$ cat src/rtl/perf_counter_chain.sv
// perf_counter_chain: a chain of N_CH cycle counters.
// start launches channel 0. Each running channel counts clock edges until its monitored
// data word equals SENTINEL. The channel then stops in DONE, and the next channel starts
// counting from zero. A registered readback port returns the counter selected by sel.
// Optional build macro PERF_CNT_SAT_EN: counters saturate at all-ones instead of wrapping.
// The overflow flag is set in both builds.
module perf_counter_chain #(
   parameter int unsigned       N_CH     = 2,
   parameter int unsigned       CNT_W    = 32,
   parameter int unsigned       DATA_W   = 32,
   parameter logic [DATA_W-1:0] SENTINEL = DATA_W'(32'h7fffffff),
   localparam int unsigned      SEL_W    = (N_CH > 1) ? $clog2(N_CH) : 1
) (
   input  logic                     clk,
   input  logic                     reset,
   input  logic                     start,
   input  logic                     clear,
   input  logic [N_CH*DATA_W-1:0]   rdata,
   input  logic [SEL_W-1:0]         sel,
   output logic [N_CH*CNT_W-1:0]    count_flat,
   output logic [CNT_W-1:0]         sel_count,
   output logic [N_CH-1:0]          busy,
   output logic [N_CH-1:0]          done,
   output logic [N_CH-1:0]          ovf,
   output logic                     all_done
);

   typedef enum logic [1:0] {
      StIdle = 2'd0,
      StRun  = 2'd1,
      StDone = 2'd2
   } state_e;

   state_e           state_q [N_CH];
   state_e           state_d [N_CH];
   logic [CNT_W-1:0] cnt_q   [N_CH];
   logic [CNT_W-1:0] cnt_d   [N_CH];
   logic [N_CH-1:0]  ovf_q, ovf_d;
   logic [CNT_W-1:0] sel_count_q, sel_count_d;

   logic [N_CH-1:0]  run_vec;
   logic [N_CH-1:0]  hit;
   // hit_prev[i] is set when channel i-1 stops this cycle, which hands the run to channel i.
   logic [N_CH:0]    hit_prev;
   logic             any_run;

   // Decode which channels are running and which of them see their sentinel this cycle.
   always_comb begin
      run_vec = '0;
      hit     = '0;
      for (int i = 0; i < N_CH; i++) begin
         run_vec[i] = (state_q[i] == StRun);
         hit[i]     = run_vec[i] && (rdata[i*DATA_W +: DATA_W] == SENTINEL);
      end
      any_run  = |run_vec;
      hit_prev = {hit, 1'b0};
   end

   // Next-state and counter update: clear beats start, and start beats normal running.
   always_comb begin
      ovf_d = ovf_q;
      for (int i = 0; i < N_CH; i++) begin
         state_d[i] = state_q[i];
         cnt_d[i]   = cnt_q[i];
      end

      if (clear) begin
         ovf_d = '0;
         for (int i = 0; i < N_CH; i++) begin
            state_d[i] = StIdle;
            cnt_d[i]   = '0;
         end
      end else if (start && !any_run) begin
         ovf_d = '0;
         for (int i = 0; i < N_CH; i++) begin
            state_d[i] = (i == 0) ? StRun : StIdle;
            cnt_d[i]   = '0;
         end
      end else begin
         for (int i = 0; i < N_CH; i++) begin
            if (hit_prev[i]) begin
               // At most one channel runs at a time, so this channel is not in RUN itself.
               state_d[i] = StRun;
               cnt_d[i]   = '0;
            end else if (run_vec[i]) begin
               if (hit[i]) begin
                  // The counter holds on the stopping edge.
                  state_d[i] = StDone;
               end else if (&cnt_q[i]) begin
                  ovf_d[i] = 1'b1;
`ifdef PERF_CNT_SAT_EN
                  cnt_d[i] = cnt_q[i];
`else
                  cnt_d[i] = '0;
`endif
               end else begin
                  cnt_d[i] = cnt_q[i] + CNT_W'(1);
               end
            end
         end
      end
   end

   // Readback mux. An out-of-range sel matches no channel, so it reads as zero.
   always_comb begin
      sel_count_d = '0;
      for (int i = 0; i < N_CH; i++) begin
         if (sel == SEL_W'(i)) begin
            sel_count_d = cnt_q[i];
         end
      end
   end

   // State registers. Reset is asynchronous, so every output drops at once.
   always_ff @(posedge clk or negedge reset) begin
      if (!reset) begin
         for (int i = 0; i < N_CH; i++) begin
            state_q[i] <= StIdle;
            cnt_q[i]   <= '0;
         end
         ovf_q       <= '0;
         sel_count_q <= '0;
      end else begin
         for (int i = 0; i < N_CH; i++) begin
            state_q[i] <= state_d[i];
            cnt_q[i]   <= cnt_d[i];
         end
         ovf_q       <= ovf_d;
         sel_count_q <= sel_count_d;
      end
   end

   // Flatten per-channel state into the output buses.
   always_comb begin
      count_flat = '0;
      busy       = '0;
      done       = '0;
      for (int i = 0; i < N_CH; i++) begin
         count_flat[i*CNT_W +: CNT_W] = cnt_q[i];
         busy[i]                      = (state_q[i] == StRun);
         done[i]                      = (state_q[i] == StDone);
      end
   end

   assign ovf       = ovf_q;
   assign all_done  = (state_q[N_CH-1] == StDone);
   assign sel_count = sel_count_q;

endmodule

$ cat config.mk
export PLATFORM = sky130hd
export DESIGN_NAME = perf_counter_chain
export DESIGN_NICKNAME = d
export VERILOG_FILES = /design/src/rtl/perf_counter_chain.sv
export SDC_FILE = /design/constraint.sdc
export NUM_CORES = 1
export LEC_CHECK = 0
export CAP_MARGIN = 10
export CORE_MARGIN = 2
export CORE_UTILIZATION = 42
export CTS_CLUSTER_DIAMETER = 120
export DETAILED_ROUTE_END_ITERATION = 7
export PLACE_DENSITY = 0.77
export SYNTH_ARGS = -nofsm -noshare
export SYNTH_HDL_FRONTEND = slang
export SYNTH_SLANG_ARGS = --single-unit
$ cat constraint.sdc
create_clock -name clk -period 2.2 [get_ports clk]
set_input_delay 0.22 -clock clk [delete_from_list [all_inputs] [get_ports clk]]
set_output_delay 0.22 -clock clk [all_outputs]
set_load 0.02 [all_outputs]
## Yosys cells after proc, flatten, opt, wreduce, memory -nomap -nowiden

Index checks and enable logic that the tools add are counted.

| word-level totals | value |
|---|---|
| logic and storage cells | 64 |
| memories | 0 |
| bits of input ports | 69 |
| memory bits (writable) | 0 |
| ROM bits | 0 |
| latch bits | 0 |
| flip-flop bits (word level) | 102 |

| operators by class | value |
|---|---|
| equal/unequal tests | 9 |
| add/subtract/negate cells | 2 |
| div/mod/pow operators | 0 |
| bitwise logic cells | 0 |
| order comparisons | 0 |
| mux-type cells | 26 |
| multiply operators | 0 |
| reduce and logical (&&, ||, !) cells | 20 |
| shift operators | 0 |

Operators with widths:

| operator | count |
|---|---|
| 32-bit two-way mux | 8 |
| 64-bit two-way mux | 2 |
| 32-bit by 1-bit adder with 32-bit output, second input constant | 2 |
| 32-bit by 31-bit equality test with 1-bit output, second input constant | 2 |
| 32-bit AND reduction | 2 |
| 3-bit nonzero test | 5 |
| 2-bit two-way mux | 7 |
| 4-bit two-way mux | 2 |
| 2-bit AND reduction | 4 |
| 4-bit nonzero test | 2 |
| 1-bit two-way mux | 7 |
| 3-bit by 2-bit inequality test with 1-bit output, second input constant | 2 |
| 2-bit by 1-bit equality test with 1-bit output, second input constant | 2 |
| 2-bit equality test, second input constant | 2 |
| 4-bit by 3-bit inequality test with 1-bit output, second input constant | 1 |
| 4-bit AND reduction | 1 |
| 1-bit logical AND | 3 |
| 3-bit AND reduction | 1 |
| 2-bit OR reduction | 1 |
| 1-bit logical NOT | 1 |

## Longest topological paths before layout

| depth | value |
|---|---|
| depth after elaboration | 7 |
| depth in mapped cells | 10 |
| mapped depth without buffers | 7 |

## Least setup slack after synthesis

Ideal clock, no wire load.

| timing path | value |
|---|---|
| kind | flip-flop to flip-flop |
| start | register cnt_q, in the netlist count_flat[32] |
| end | register cnt_q, in the netlist count_flat[40] |
| library setup time | 0.126 ns |
| buffers on the path | 2 |
| data arrival time | 2.093 ns |
| cell stages (with the launch flop) | 9 |
| data required time | 2.074 ns |
| period minus slack after synthesis | 2.219 ns |
| path slack | -0.019 ns |
| path through | dfrtp_1 > ha_1 > and4_1 > nand4_1 > or4_1 > buf_2 > o21ai_4 > buf_4 > a21oi_1 |

| between the ends | value |
|---|---|
| cells in the longest elaborated chain, start to end | 7 |

RTL lines:

| what | line | source |
|---|---|---|
| start, declared | 36 | `logic [CNT_W-1:0] cnt_q [N_CH];` |
| start signal, assigned by index | 126 | `cnt_q[i] <= cnt_d[i];` |
| 32-bit by 1-bit adder with 32-bit output or 32-bit AND reduction (tied branches) | 97, 89 |  |
| 32-bit two-way mux * | 89 | `end else if (&cnt_q[i]) begin` |
| 32-bit two-way mux * | 86 | `if (hit[i]) begin` |
| 32-bit two-way mux * | 85 | `end else if (run_vec[i]) begin` |
| 32-bit two-way mux * | 81 | `if (hit_prev[i]) begin` |
| 64-bit two-way mux * | 73 | `end else if (start && !any_run) begin` |
| 64-bit two-way mux * | 67 | `if (clear) begin` |

Every way passes the cells marked *; elsewhere a longest branch is shown, timed or not. The select of a mux whose other input is x is not followed.
A chain may end at the register's enable or synchronous reset.

## Final worst setup path

| timing path | value |
|---|---|
| start | register cnt_q, in the netlist count_flat[0] |
| end | register cnt_q, in the netlist count_flat[17] |

| between the ends | value |
|---|---|
| cells in the longest elaborated chain, start to end | 6 |

RTL lines:

| what | line |
|---|---|
| 32-bit by 1-bit adder with 32-bit output or 32-bit AND reduction (tied branches) | 97, 89 |
| 32-bit two-way mux * | 89 |
| 32-bit two-way mux * | 86 |
| 32-bit two-way mux * | 85 |
| 64-bit two-way mux * | 73 |
| 64-bit two-way mux * | 67 |

Marks and branches as above.

==> results.json <==
{
  "clock-sinks": 102,
  "yosysTopAreaCell": "dfrtp_1",
  "finalSetupViolCount": 0,
  "clk_latency_ps": 350,
  "antenna_cells": 0,
  "numCtsBuffers": 9,
  "status": "finished clean",
  "syn_nets": 573,
  "crit_family": "simple AND/OR/NAND/NOR gates",
  "tightest_slew_ps": 556,
  "clock-root-buffer": "clkbuf_16",
  "relSlewSlack": 0.629,
  "met2RoutedLength_um": 8420,
  "wl_met1_um": 6960,
  "start_util": 0.433,
  "yosys_most_used_dff": "dfrtp_1",
  "drive_gt1_frac": 0.212,
  "synth_seq_area_share": 0.489,
  "drt-vias-per-instance": 5.45,
  "async_flop_share": 1.00,
  "synth_area_per_cell_um2": 10.4,
  "routed_wl_um": 16500,
  "vias": 5006,
  "yosys-top-cells-area": "dfrtp_1 (49%), mux2_2 (6.3%), xnor2_1 (5.0%)",
  "rrSetupSlack_ps": 80,
  "first_global_vias": 5140,
  "grt_usage": 0.253,
  "synthTopCellsByCount": "dfrtp_1 (102), nor2_1 (50), nand2_1 (39), xnor2_1 (30), mux2_2 (29)",
  "startpoint_type": "flip-flop",
  "wl_met3_um": 934,
  "placed_area_mm2": 0.00772,
  "rsz0062_at_grt": "yes",
  "grt_overflow": 0,
  "timing.max_cap.violations": 0,
  "r2r-start": "count_flat[0]",
  "first_pass_iters": 5,
  "chipWidth_um": 116,
  "synth_most_common_cell": "dfrtp_1",
  "slowest_delay_ps": 360,
  "synth.top_cell.area_share": 0.489,
  "syn_to_final_growth_pct": 54.5,
  "crit_chain": "ha_1, nand2_1, nor4_4, and4_4, a41o_4, nor2_2, a221o_1",
  "gp_congestion": 0.886,
  "ioPinCount": 172,
  "die_h_um": 116,
  "antenna_found_initial": 0,
  "dp_hpwl_um": 12500,
  "crit_required_ps": 2440,
  "hold_path.class": "input pin to async pin",
  "core-area_mm2": 0.0121,
  "power_w": 0.00391,
  "routed.top_layer": "met4",
  "postLayoutCoreUtil": 0.669,
  "cts_tree": "done",
  "grt_pass1_wl_um": 26200,
  "clockBufferDepth": 2,
  "design_area_mm2": 0.00807,
  "dieArea_mm2": 0.0133,
  "drtIter0Drc": 386,
  "arrival_ps": 2350,
  "worst_path_max_delay_cell": "dfrtp_1",
  "cp_num_buf_inv": 0,
  "syn_area_mm2": 0.00523,
  "worstRegToRegCells": 7,
  "io_buffers": 171,
  "reg2reg_to": "count_flat[17]",
  "syn_inst": 502,
  "ys_warn_count": 0,
  "max_freq_ghz": 0.473,
  "period_minus_slack_ps": 2120,
  "p_leak_nw": 3.37,
  "finalSetupTns_ps": 0,
  "htreeDepth": 3,
  "ys_ff_latch": 102,
  "wl_per_cell_um": 18.0,
  "ys_types": 52,
  "critPathKind": "flip-flop to flip-flop",
  "nNetsFinal": 818,
  "hold_viol_final": 0,
  "p_per_area_mw_per_mm2": 485,
  "finalClockSkew_ps": 8.40,
  "fin_crit_sh": 0.962,
  "grt_max_degree": 43,
  "drv_slew": 0,
  "ant_nets": 0,
  "crit_fanout": 10,
  "fp-row-count": 40,
  "endpoint_kind": "flip-flop",
  "drc": 0,
  "clk_pin_slew_ps": 70,
  "worst_ir_drop_vdd_mv": 0.382,
  "synth_edf_count": 0
}
sequential cells by signal, summed over array words and instances, names as in the netlist:
signal and cells:
count_flat 64, ovf 2, sel_count 32, state_q 4
how the worst max path moves through the flow:
stage	startpoint	end	cells past startpoint
detailed placement	rdata[26]	count_flat[50]	8
global placement	rdata[32]	count_flat[37]	9
finish	count_flat[0]	count_flat[17]	7
CTS	count_flat[0]	count_flat[17]	7
global route	count_flat[2]	count_flat[25]	7
floorplan	count_flat[0]	count_flat[17]	9
layer usage:
| layer | up-vias | GRT usage |
|---|---|---|
| met1 | 2484 | 0.323 |
| li1 | 2332 | - |
| met5 | - | 0 |
| met4 | 0 | 0.0707 |
| met3 | 17 | 0.0612 |
| met2 | 173 | 0.429 |
layout make-up:
type                       count  area [um2]
inverter                      13        48.8
tap                          168         210
sequential                   102        2550
timing repair buffer         257        2430
clock inverter                 4        48.8
clock buffer                  10         239
fill                         903        3990
multi-input combinational    364        2540
layout by cell type (no fill, tap or decap), types with 15 or more instances in the layout:
| cell | instances |
|---|---|
| xnor2_1 | 30 |
| buf_4 | 79 |
| nand2_1 | 39 |
| clkdlybuf4s50_1 | 170 |
| nand4_1 | 21 |
| nor2_1 | 50 |
| o21ai_0 | 16 |
| nand3_1 | 21 |
| dfrtp_1 | 100 |
| mux2_2 | 29 |
| a21oi_1 | 15 |
kinds of logic (layout without fill, tap and decap cells):
group | count (synthesis) | after routing | synth area share
muxes | 29 | 29 | 0.0625
DFF | 102 | 102 | 0.489
buffers and inverters | 36 | 284 | 0.0340
xor gates and xnor gates | 36 | 36 | 0.0603
and+or+nand+nor | 195 | 195 | 0.205
AOI/OAI and AO/OA | 102 | 102 | 0.145
adders and majority gates | 2 | 2 | 0.00479
where the power goes:
part / internal (W) / total [W] / switching [W]
logic: 0.000219 / 0.000435 / 0.000216
registers: 0.00188 / 0.00189 / 0.00000563
clock network: 0.000898 / 0.00159 / 0.000691
per-stage QoR:
stage	hold WS [ps]	cells	setup slack, ps
after global placement	241	902	-108
after detailed placement	246	902	-227
final	406	918	84.4
after global routing	462	918	-32.4
after floorplan	-75.6	502	36.2
after CTS	427	918	5.29
what timing repair did:
item                       CTS  global route
cloned                       0             0
hold endpoints to repair    40             0
resized for setup            2            12
setup endpoints to repair   18            49
setup buffers                1             0
hold buffers                 1             0
pin swaps                    1             2
Power figures use the tool's default switching activity.
